## config.mk

```make
export PLATFORM = sky130hd
export DESIGN_NAME = rd_bus_dec_flat
export DESIGN_NICKNAME = d
export VERILOG_FILES = /design/src/rtl/rd_bus_dec_pkg.sv /design/src/rtl/rd_bus_dec_if.sv /design/src/rtl/rd_bus_dec_onehot.sv /design/src/rtl/rd_bus_dec.sv /design/src/flat_wrapper.sv
export SDC_FILE = /design/constraint.sdc
export NUM_CORES = 1
export LEC_CHECK = 0
export BUFFER_PORTS_ARGS = -buffer_cell sky130_fd_sc_hd__buf_2
export CAP_MARGIN = 20
export CELL_PAD_IN_SITES_DETAIL_PLACEMENT = 0
export CELL_PAD_IN_SITES_GLOBAL_PLACEMENT = 1
export CORE_AREA = 8 8 173 175
export DETAILED_ROUTE_END_ITERATION = 8
export DIE_AREA = 0 0 181 183
export GPL_TIMING_DRIVEN = 0
export HOLD_SLACK_MARGIN = 0.12
export PLACE_DENSITY = 0.66
export SYNTH_ARGS = -nofsm -noshare
export SYNTH_HDL_FRONTEND = slang
export SYNTH_HIERARCHICAL = 1
export SYNTH_SLANG_ARGS = --single-unit
export TNS_END_PERCENT = 5
```

## constraint.sdc

```tcl
create_clock -name Clock -period 3.8 [get_ports Clock]
set_clock_uncertainty 0.2 [all_clocks]
set_input_delay 0.57 -clock Clock [delete_from_list [all_inputs] [get_ports Clock]]
set_output_delay 0.57 -clock Clock [all_outputs]
set_load 0.05 [all_outputs]
```

## src/rtl/rd_bus_dec_pkg.sv

```systemverilog
// Register code map shared by the register read and write decoders,
// plus the read-decoder state encoding and a code-validity helper.
package rd_bus_dec_pkg;

    localparam int NSLOT = 23;

    localparam logic [4:0] CODE_R1   = 5'd1;
    localparam logic [4:0] CODE_R2   = 5'd2;
    localparam logic [4:0] CODE_R3   = 5'd3;
    localparam logic [4:0] CODE_R4   = 5'd4;
    localparam logic [4:0] CODE_R5   = 5'd5;
    localparam logic [4:0] CODE_R6   = 5'd6;
    localparam logic [4:0] CODE_R7   = 5'd7;
    localparam logic [4:0] CODE_R8   = 5'd8;
    localparam logic [4:0] CODE_R9   = 5'd9;
    localparam logic [4:0] CODE_R10  = 5'd10;
    localparam logic [4:0] CODE_R11  = 5'd11;
    localparam logic [4:0] CODE_R12  = 5'd12;
    localparam logic [4:0] CODE_R13  = 5'd13;
    localparam logic [4:0] CODE_R14  = 5'd14;
    localparam logic [4:0] CODE_TOTR = 5'd15;
    localparam logic [4:0] CODE_TR   = 5'd16;
    localparam logic [4:0] CODE_PC   = 5'd17;
    localparam logic [4:0] CODE_AR   = 5'd18;
    localparam logic [4:0] CODE_MDDR = 5'd21;
    localparam logic [4:0] CODE_IR   = 5'd22;
    localparam logic [4:0] CODE_ALL  = 5'd31;

    typedef enum logic [1:0] {
        IDLE     = 2'd0,
        SEL      = 2'd1,
        MEM_WAIT = 2'd2,
        DRIVE    = 2'd3
    } rd_state_t;

    // Readable codes: R1..AR contiguous, then MDDR and IR. The write
    // broadcast code (CODE_ALL) and the holes 19/20 are not readable.
    function automatic logic code_is_valid(input logic [4:0] code);
        logic v;
        v = ((code >= CODE_R1) && (code <= CODE_AR)) ||
            (code == CODE_MDDR) || (code == CODE_IR);
        return v;
    endfunction

endpackage

```

## src/rtl/rd_bus_dec_if.sv

```systemverilog
// Read-decoder bus bundle: code sources, register bank view, memory
// fetch handshake and the read-bus results.
interface rd_bus_dec_if #(
    parameter int DW    = 16,
    parameter int NSLOT = 23
);
    logic [1:0]          RDSrc;
    logic [4:0]          MUX3D_out;
    logic [4:0]          RG2_out;
    logic [15:0]         TR_out;
    logic                rd_req;
    logic [NSLOT*DW-1:0] reg_flat;
    logic                mem_rd_ack;
    logic [DW-1:0]       mem_rd_data;
    logic [NSLOT-1:0]    RDDec_oe;
    logic [DW-1:0]       bus_data;
    logic                bus_valid;
    logic                rd_err;
    logic                busy;
    logic                mem_rd_req;

    modport slave (
        input  RDSrc, MUX3D_out, RG2_out, TR_out, rd_req, reg_flat,
               mem_rd_ack, mem_rd_data,
        output RDDec_oe, bus_data, bus_valid, rd_err, busy, mem_rd_req
    );

    modport master (
        output RDSrc, MUX3D_out, RG2_out, TR_out, rd_req, reg_flat,
               mem_rd_ack, mem_rd_data,
        input  RDDec_oe, bus_data, bus_valid, rd_err, busy, mem_rd_req
    );
endinterface

```

## src/rtl/rd_bus_dec_onehot.sv

```systemverilog
// Combinational register code -> one-hot slot enable with validity flag.
// Invalid codes produce an all-zero enable.
module rd_bus_dec_onehot
    import rd_bus_dec_pkg::*;
#(
    parameter int NSLOT_P = NSLOT
) (
    input  logic [4:0]         code,
    output logic [NSLOT_P-1:0] onehot,
    output logic               code_valid
);

    // Decode the code into a single enable bit, gated by validity
    always_comb begin
        code_valid = code_is_valid(code);
        onehot     = '0;
        for (int k = 0; k < NSLOT_P; k++) begin
            onehot[k] = code_valid && (code == 5'(k));
        end
    end

endmodule

```

## src/rtl/rd_bus_dec.sv

```systemverilog
// Register read-bus decoder: latches a register code from the selected
// source, raises the one-hot output enable for a cycle, then drives the
// register (or zero with rd_err for invalid codes) onto the read bus with
// a one-cycle bus_valid pulse.
// Optional feature macro: RDDEC_MEMFETCH_EN -- code 21 (MDDR) is fetched
// from memory through mem_rd_req/mem_rd_ack with a MEM_TO-cycle timeout.
module rd_bus_dec
    import rd_bus_dec_pkg::*;
#(
    parameter int DW      = 16,
    parameter int NSLOT_P = NSLOT,
    parameter int MEM_TO  = 15
) (
    input  logic         Clock,
    input  logic         Reset_n,
    rd_bus_dec_if.slave  bus
);

    rd_state_t            state_r, state_n;
    logic [4:0]           code_r, code_n;
    logic                 valid_r, valid_n;
    logic [NSLOT_P-1:0]   oe_r, oe_n;
    logic [DW-1:0]        data_r, data_n;
    logic                 bv_r, bv_n;
    logic                 err_r, err_n;
    logic                 busy_r, busy_n;
    logic                 memreq_r, memreq_n;
    logic [4:0]           sel_code_s;
    logic [NSLOT_P-1:0]   onehot_s;
    logic                 code_valid_s;
    logic [DW-1:0]        slot_s;

`ifdef RDDEC_MEMFETCH_EN
    localparam int CW = $clog2(MEM_TO + 1);
    logic [CW-1:0]        cnt_r, cnt_n;
    logic                 unused_s;
    assign unused_s = ^{bus.TR_out[15:5]};
`else
    logic                 unused_s;
    assign unused_s = ^{bus.TR_out[15:5], bus.mem_rd_ack, bus.mem_rd_data, 32'(MEM_TO)};
`endif

    // Pick the register code from the requested source
    always_comb begin
        sel_code_s = 5'd0;
        case (bus.RDSrc)
            2'd1:    sel_code_s = bus.MUX3D_out;
            2'd2:    sel_code_s = bus.RG2_out;
            2'd3:    sel_code_s = bus.TR_out[4:0];
            default: sel_code_s = 5'd0;
        endcase
    end

    rd_bus_dec_onehot #(.NSLOT_P(NSLOT_P)) u_onehot (
        .code       (sel_code_s),
        .onehot     (onehot_s),
        .code_valid (code_valid_s)
    );

    // Read the slot addressed by the latched code out of the flat bank
    always_comb begin
        slot_s = '0;
        for (int k = 0; k < NSLOT_P; k++) begin
            if (code_r == 5'(k)) begin
                slot_s = bus.reg_flat[k*DW +: DW];
            end else begin
                slot_s = slot_s;
            end
        end
    end

    // Next-state and next-output logic for the read sequence
    always_comb begin
        state_n  = state_r;
        code_n   = code_r;
        valid_n  = valid_r;
        oe_n     = oe_r;
        data_n   = data_r;
        bv_n     = 1'b0;
        err_n    = 1'b0;
        memreq_n = 1'b0;
`ifdef RDDEC_MEMFETCH_EN
        cnt_n    = cnt_r;
`endif
        case (state_r)
            IDLE: begin
                if (bus.rd_req && (bus.RDSrc != 2'd0)) begin
                    state_n = SEL;
                    code_n  = sel_code_s;
                    valid_n = code_valid_s;
                    oe_n    = onehot_s;
                end else begin
                    state_n = IDLE;
                end
            end
            SEL: begin
`ifdef RDDEC_MEMFETCH_EN
                if (code_r == CODE_MDDR) begin
                    state_n  = MEM_WAIT;
                    memreq_n = 1'b1;
                    cnt_n    = '0;
                end else begin
                    state_n = DRIVE;
                    oe_n    = '0;
                    bv_n    = 1'b1;
                    err_n   = !valid_r;
                    data_n  = valid_r ? slot_s : '0;
                end
`else
                state_n = DRIVE;
                oe_n    = '0;
                bv_n    = 1'b1;
                err_n   = !valid_r;
                data_n  = valid_r ? slot_s : '0;
`endif
            end
            MEM_WAIT: begin
`ifdef RDDEC_MEMFETCH_EN
                if (bus.mem_rd_ack) begin
                    state_n = DRIVE;
                    oe_n    = '0;
                    bv_n    = 1'b1;
                    data_n  = bus.mem_rd_data;
                end else if (cnt_r == CW'(MEM_TO - 1)) begin
                    state_n = DRIVE;
                    oe_n    = '0;
                    bv_n    = 1'b1;
                    err_n   = 1'b1;
                    data_n  = '0;
                end else begin
                    cnt_n    = cnt_r + CW'(1);
                    memreq_n = 1'b1;
                end
`else
                state_n = IDLE;
                oe_n    = '0;
`endif
            end
            DRIVE: begin
                state_n = IDLE;
                oe_n    = '0;
            end
            default: begin
                state_n = IDLE;
                oe_n    = '0;
            end
        endcase
        busy_n = (state_n != IDLE);
    end

    // State, code latch and registered outputs; reset aborts immediately
    always_ff @(posedge Clock) begin
        if (!Reset_n) begin
            state_r  <= IDLE;
            code_r   <= 5'd0;
            valid_r  <= 1'b0;
            oe_r     <= '0;
            data_r   <= '0;
            bv_r     <= 1'b0;
            err_r    <= 1'b0;
            busy_r   <= 1'b0;
            memreq_r <= 1'b0;
        end else begin
            state_r  <= state_n;
            code_r   <= code_n;
            valid_r  <= valid_n;
            oe_r     <= oe_n;
            data_r   <= data_n;
            bv_r     <= bv_n;
            err_r    <= err_n;
            busy_r   <= busy_n;
            memreq_r <= memreq_n;
        end
    end

`ifdef RDDEC_MEMFETCH_EN
    // Memory-wait cycle counter
    always_ff @(posedge Clock) begin
        if (!Reset_n) begin
            cnt_r <= '0;
        end else begin
            cnt_r <= cnt_n;
        end
    end
`endif

    assign bus.RDDec_oe   = oe_r;
    assign bus.bus_data   = data_r;
    assign bus.bus_valid  = bv_r;
    assign bus.rd_err     = err_r;
    assign bus.busy       = busy_r;
    assign bus.mem_rd_req = memreq_r;

endmodule

```

## src/flat_wrapper.sv

```systemverilog
// flat-port wrapper written by rule: the top's interface ports become plain ports
module rd_bus_dec_flat import rd_bus_dec_pkg::*;
#(
    parameter int DW      = 16,
    parameter int NSLOT_P = NSLOT,
    parameter int MEM_TO  = 15
)
  (Clock, Reset_n, bus_RDSrc, bus_MUX3D_out, bus_RG2_out, bus_TR_out, bus_rd_req, bus_reg_flat, bus_mem_rd_ack, bus_mem_rd_data, bus_RDDec_oe, bus_bus_data, bus_bus_valid, bus_rd_err, bus_busy, bus_mem_rd_req);
  rd_bus_dec_if #(.DW(DW), .NSLOT(23)) bus_i ();
  input  logic Clock;
  input  logic Reset_n;
  input wire logic [$bits(bus_i.RDSrc)-1:0] bus_RDSrc;
  input wire logic [$bits(bus_i.MUX3D_out)-1:0] bus_MUX3D_out;
  input wire logic [$bits(bus_i.RG2_out)-1:0] bus_RG2_out;
  input wire logic [$bits(bus_i.TR_out)-1:0] bus_TR_out;
  input wire logic [$bits(bus_i.rd_req)-1:0] bus_rd_req;
  input wire logic [$bits(bus_i.reg_flat)-1:0] bus_reg_flat;
  input wire logic [$bits(bus_i.mem_rd_ack)-1:0] bus_mem_rd_ack;
  input wire logic [$bits(bus_i.mem_rd_data)-1:0] bus_mem_rd_data;
  output wire logic [$bits(bus_i.RDDec_oe)-1:0] bus_RDDec_oe;
  output wire logic [$bits(bus_i.bus_data)-1:0] bus_bus_data;
  output wire logic [$bits(bus_i.bus_valid)-1:0] bus_bus_valid;
  output wire logic [$bits(bus_i.rd_err)-1:0] bus_rd_err;
  output wire logic [$bits(bus_i.busy)-1:0] bus_busy;
  output wire logic [$bits(bus_i.mem_rd_req)-1:0] bus_mem_rd_req;
  assign bus_i.RDSrc = bus_RDSrc;
  assign bus_i.MUX3D_out = bus_MUX3D_out;
  assign bus_i.RG2_out = bus_RG2_out;
  assign bus_i.TR_out = bus_TR_out;
  assign bus_i.rd_req = bus_rd_req;
  assign bus_i.reg_flat = bus_reg_flat;
  assign bus_i.mem_rd_ack = bus_mem_rd_ack;
  assign bus_i.mem_rd_data = bus_mem_rd_data;
  assign bus_RDDec_oe = bus_i.RDDec_oe;
  assign bus_bus_data = bus_i.bus_data;
  assign bus_bus_valid = bus_i.bus_valid;
  assign bus_rd_err = bus_i.rd_err;
  assign bus_busy = bus_i.busy;
  assign bus_mem_rd_req = bus_i.mem_rd_req;
  rd_bus_dec #(.DW(DW), .NSLOT_P(NSLOT_P), .MEM_TO(MEM_TO)) u_core (.Clock(Clock), .Reset_n(Reset_n), .bus(bus_i));
endmodule
```

After elaboration in Yosys (flattened, before gate mapping)
Cells that the tools add are included.
{ "totals": {"romBits": 0, "ram_bits": 0, "latchBits": 0, "out_inout_bits": 43, "reg_bits": 50, "input_bits": 416, "elab_cells": 128, "n_memories": 0} }
{ "classes": {"multipliers": 0, "n_shift": 0, "reduce_logical": 37, "n_div": 0, "n_addsub": 0, "order_cmp": 2, "eq_ne": 51, "bitwise_logic": 0, "muxes": 30} }
{ "ops": {"columns": ["op", "n"], "rows": [
  ["$mux 16", 24],
  ["$eq 5x4->1 const B", 16],
  ["$eq 5x5->1 const B", 14],
  ["$pmux 23 s2", 1],
  ["$eq 5x3->1 const B", 8],
  ["$logic_and 1x1->1", 25],
  ["$mux 23", 1],
  ["$eq 5x2->1 const B", 4],
  ["$pmux 5 s3", 1],
  ["$eq 5x1->1 const B", 2],
  ["$logic_not 5->1", 2],
  ["$eq 2x2->1 const B", 4],
  ["$pmux 2 s3", 1],
  ["$ge 5x1->1 const B", 1],
  ["$le 5x5->1 const B", 1],
  ["$eq 2x1->1 const B", 2],
  ["$reduce_and 2->1", 2],
  ["$reduce_bool 2->1", 2],
  ["$reduce_or 3->1", 1],
  ["$logic_not 2->1", 1],
  ["$logic_or 1x1->1", 2],
  ["$mux 1", 2],
  ["$ne 2x1->1 const B", 1],
  ["$reduce_or 2->1", 1],
  ["$logic_not 1->1", 1]
]} }

Depth between registers and ports, before layout
{ "depth": {"depth_word": 25, "depth_mapped": 10, "ltp_nobuf": 8} }

Modules after synthesis
The synthesis kept the hierarchy.
{ "by_module_without_submodules": {"columns": ["mod", "area_per_inst_um2", "cells_each", "n_inst", "seq_area_each_um2"], "rows": [
  ["rd_bus_dec", 5532.8, 710, 1, 960.9],
  ["rd_bus_dec_onehot", 244.0, 44, 1, 0.0]
]} }

Worst setup path before layout
Ideal clock, no wire load.
{ "synth_timing": {"path_type": "input-to-reg", "start": "input port bus_RDSrc[0]", "end": "register u_core.valid_r", "setup_ps": 116, "stages": 9, "n_path_buf": 2, "t_arrival_ps": 2167, "t_required_ps": 3484, "setup_slack_ps": 1316, "cell_sequence": "clkbuf_1 -> mux2_2 -> a22o_1 -> or2_1 -> buf_2 -> o21ai_0 -> a22oi_1 -> mux2i_1 -> nor2b_1"} }
{ "synth_between": {"elab_chain_cells": 6, "word_cells_on_any_way": 14, "classes_between": "order compare (2); eq/ne (5); mux (1); reduce/logical (6)"} }
{ "synth_rtl": {"columns": ["item", "line", "text"], "rows": [
  ["start: declaration", "flat_wrapper.sv:12", "input wire logic [$bits(bus_i.RDSrc)-1:0] bus_RDSrc;"],
  ["$eq 2x2->1 / $eq 2x1->1 (equally long branches)", "rd_bus_dec.sv:46", "case (bus.RDSrc)"],
  ["$pmux 5 s3 (*)", "rd_bus_dec.sv:46", null],
  ["named net u_core.sel_code_s[2]", "rd_bus_dec.sv:28", "logic [4:0] sel_code_s;"],
  ["$ge 5x1->1 / $le 5x5->1 (equally long branches)", "rd_bus_dec_pkg.sv:40", "v = ((code >= CODE_R1) && (code <= CODE_AR)) ||"],
  ["$logic_and 1x1->1", "rd_bus_dec_pkg.sv:40", null],
  ["$logic_or 1x1->1", "rd_bus_dec_pkg.sv:40", null],
  ["$logic_or 1x1->1 (*)", "rd_bus_dec_pkg.sv:41", "(code == CODE_MDDR) || (code == CODE_IR);"],
  ["named net u_core.code_valid_s", "rd_bus_dec.sv:30", "logic code_valid_s;"],
  ["end signal: assignment", "rd_bus_dec.sv:166", "valid_r <= valid_n;"],
  ["end: declaration", "rd_bus_dec.sv:21", "logic valid_r, valid_n;"]
]} }
The timed path passes the listed nets; every way through them passes the cells marked *.
A chain may end at the register's enable or synchronous reset.

Worst setup path in the final report
{ "layout_timing": {"start": "register u_core.code_r[0]", "end": "register u_core.data_r[8], in the netlist u_core/bus.bus_data[8]"} }
{ "layout_between": {"elab_chain_cells": 25, "word_cells_on_any_way": 47, "classes_between": "eq/ne (22); mux (24); reduce/logical (1)"} }
{ "layout_rtl": {"columns": ["item", "line", "text"], "rows": [
  ["start: declaration", "rd_bus_dec.sv:20", "logic [4:0] code_r, code_n;"],
  ["start signal: assignment", "rd_bus_dec.sv:165", "code_r <= code_n;"],
  ["$logic_not 5->1", "rd_bus_dec.sv:64", "if (code_r == 5'(k)) begin"],
  ["$mux 16 (22 in series)", "rd_bus_dec.sv:64", null],
  ["$mux 16 (*)", "rd_bus_dec.sv:64", null],
  ["$mux 16 (*)", "rd_bus_dec.sv:114", "data_n = valid_r ? slot_s : '0;"],
  ["end signal: assignment", "rd_bus_dec.sv:168", "data_r <= data_n;"],
  ["end: declaration", "rd_bus_dec.sv:23", "logic [DW-1:0] data_r, data_n;"]
]} }
Every way passes the cells marked *; elsewhere a longest branch is shown, timed or not.

==> impl_metrics.csv <==
group,metric,value,unit
critical_path,timing.critical_path.arrival,2.96,ns
placement,port_buffers,428,
worst_hold_path,hold_path.class,"reg2reg",
floorplanning,effective_utilization_at_floorplan,21.14,%
yosys,async_flop_share,0,%
cells_and_area,commonest_non_fill_non_tap_cells_in_the_layout,"461 x sky130_fd_sc_hd__buf_2, 70 x sky130_fd_sc_hd__nor2_1, 63 x sky130_fd_sc_hd__nand2_1",
yosys,synth.lib_cells_used.distinct,82,
floorplanning,boundaryPins,459,
power,total_leakage_power,3.925,nW
critical_path,critPathMaxFanout,10,
sta,finalCriticalPeriod,2.943,ns
global_routing,grt.total_usage,27.23,%
cts,cts_setup_buffers,0,
global_routing,overflow,0,
placement,place.gp.congestion,0.9220,
placement,dp_slack,0.9511,ns
sta,maxClockFrequency,339.8,MHz
sta,timing.final.crit_share,77.45,%
global_routing,grt_first_pass_wirelength,65600,µm
yosys,yosys_warnings,6,
cells_and_area,syn_to_final_growth,48.26,%
power,cellPowerDensity,244.5,nW/µm²
sta,grt_setup_unrepaired,"false",
route,post_drt_via_cell_ratio,5.532,
floorplanning,design.die.area,33120,µm²
critical_path,crit_path_start_kind,"flip-flop",
global_routing,first_global_vias,9110,
route,drt-wirelength-per-cell,30.70,µm
critical_path,setup.worst_path.end_class,"flip-flop",
route,dr_total_vias,8575,
cells_and_area,num-nets-final,1609,
route,drt_iter0_markers,742,
run,max_cap_violations,0,
floorplanning,die_h,183,µm
floorplanning,die_width,181,µm
cells_and_area,mostFrequentLayoutCell,"sky130_fd_sc_hd__buf_2",
cts,post_cts.resized_instances,0,
power,vdd_ir_drop_max,167.2,µV
cts,post_cts_hold_buffer_count,0,
sta,setup_violations,0,
sta,final_slew_violations,0,
cts,cts_tree,"done",
cts,insertion_delay,0.29,ns
placement,place_hpwl,39000,µm
cts,cts-buffers-inserted,5,
global_routing,grt_start_max_net_pins,17,
route,finalWirelength,47580,µm
outcome,outcome,"finished, final reports clean",
cts,clock_sink_count,48,
cells_and_area,share_of_post_route_cells_with_drive_strength_above_1,46.73,%
yosys,postSynth.topFlopCell,"sky130_fd_sc_hd__dfxtp_1",
cts,clk_pin_slew,0.08,ns
sta,finalSetupTns,0,ns
cells_and_area,final_util,31.34,%
cts,cts.htree.levels,2,
yosys,ys_seq_elements,48,
sta,tightestPinTransition,1.267,ns
route,detail-route-antenna-nets,0,
critical_path,worst_ep_required_time,3.82,ns
yosys,syn-mean-instance-area,7.662,µm²
route,remaining_design_rule_violation_count,0,
sta,postLayoutSetupSlackWorst,0.8569,ns
yosys,yosysSeqAreaShare,16.63,%
yosys,cell_area_after_technology_mapping,5777,µm²
cts,clock_tree.root_cell,"sky130_fd_sc_hd__clkbuf_16",
critical_path,worst-setup-path-type,"reg2reg",
global_routing,grt_antenna_before_repair,27,
route,drt_pass1_iterations,5,
sta,relSlewSlack,15.15,%
cts,clockBufferDepth,2,
yosys,synth_enable_flop_cells,0,
floorplanning,floorplan.core_area,27320,µm²
floorplanning,row_count,61,
cells_and_area,number_of_fill_cells,3125,
yosys,postSynthCellCount,754,
sta,timing_hold_violations_final,0,
[layout make-up]
type                       instances  area (µm²)  share of cell area (%)
antenna                           10       25.02                  0.2922
clock buffer                       5       125.1                   1.461
buffer                            75       521.8                   6.092
timing repair buffer             430        2151                   25.11
clock inverter                     3       46.29                  0.5405
sequential                        48       960.9                   11.22
inverter                           6       22.52                  0.2630
tap                              346       432.9                   5.055
multi-input combinational        627        4279                   49.96
[synthesized netlist by cell type, drive strengths merged, types with 11 or more instances]
library cell  instances  area share (%)
a22o                 38             5.8
nor3                 16             1.7
o21ai                43             3.7
a21oi                58             5.1
buf                  65             8.4
nand3                16             1.4
mux2i                26             4.5
nor2b                22             2.6
nand2b               12             1.3
mux2                 15             2.9
o211ai               12             1.6
dfxtp                48              17
a22oi                40             5.2
nor2                 81             6.1
nand2                64             4.3
o22ai                18             1.9
a221oi               11             1.8
[cells by family after synthesis]
family | count (synthesis) | synth area share [%]
buf+inv | 81 | 9.421
simple gates | 264 | 24.65
compound gates | 310 | 38.62
other cells | 2 | 0.1300
flops | 48 | 16.63
mux | 49 | 10.55
[power by group]
group | switching, mW | leakage [nW] | internal, mW
logic | 0.620 | 3.46 | 0.404
registers | 0.0133 | 0.388 | 0.518
clock network | 0.224 | 0.0805 | 0.314
[through the flow]
stage | total power, mW | area [µm²] | hold slack, ns | cells
floorplan | 1.052 | 5784 | 0.2329 | 756
global placement | 1.544 | 8359 | 0.2345 | 1530
detailed placement | 1.550 | 8368 | 0.2397 | 1532
CTS | 2.097 | 8539 | 0.2510 | 1540
global route | 2.188 | 8564 | 0.2857 | 1550
finish | 2.094 | 8564 | 0.2487 | 1550
[routing by layer]
layer	part of all wire (%)	track usage [%]
met5	0.39	0
met4	3.7	9.675
met3	8.6	7.895
met2	49	48.61
met1	38	30.59
[critical path, stage by stage (launching register included)]
cell and delay [ns]:
sky130_fd_sc_hd__dfxtp_1 0.34, sky130_fd_sc_hd__buf_6 0.16, sky130_fd_sc_hd__buf_6 0.20, sky130_fd_sc_hd__nand2_4 0.16, sky130_fd_sc_hd__nor2_2 0.73, sky130_fd_sc_hd__a22oi_1 0.28, sky130_fd_sc_hd__nand4_1 0.25, sky130_fd_sc_hd__a2111oi_0 0.11
sky130_fd_sc_hd__buf_1 0.18, sky130_fd_sc_hd__o31ai_1 0.24
[flip-flops by register name (all words and copies together) (netlist names)]
| signal | cells |
|---|---|
| u_core/code_r | 5 |
| u_core/bus.bus_data | 16 |
| u_core/bus.busy | 1 |
| u_core/state_r | 1 |
| u_core/bus.rd_err | 1 |
| u_core/bus.RDDec_oe | 23 |
| u_core/valid_r | 1 |
[path summary, 6_finish.rpt]
path	from	to	slack [ns]	depth (start not counted)
worst max register to register	u_core/code_r[0]	u_core/bus.bus_data[8]	0.86	9
worst min register to register	u_core/bus.bus_data[1]	u_core/bus.bus_data[1]	0.25	2
worst min-delay path	u_core/bus.bus_data[1]	u_core/bus.bus_data[1]	0.25	2
worst max-delay path	u_core/code_r[0]	u_core/bus.bus_data[8]	0.86	9
Note: power is estimated with default switching activity, not from simulation.
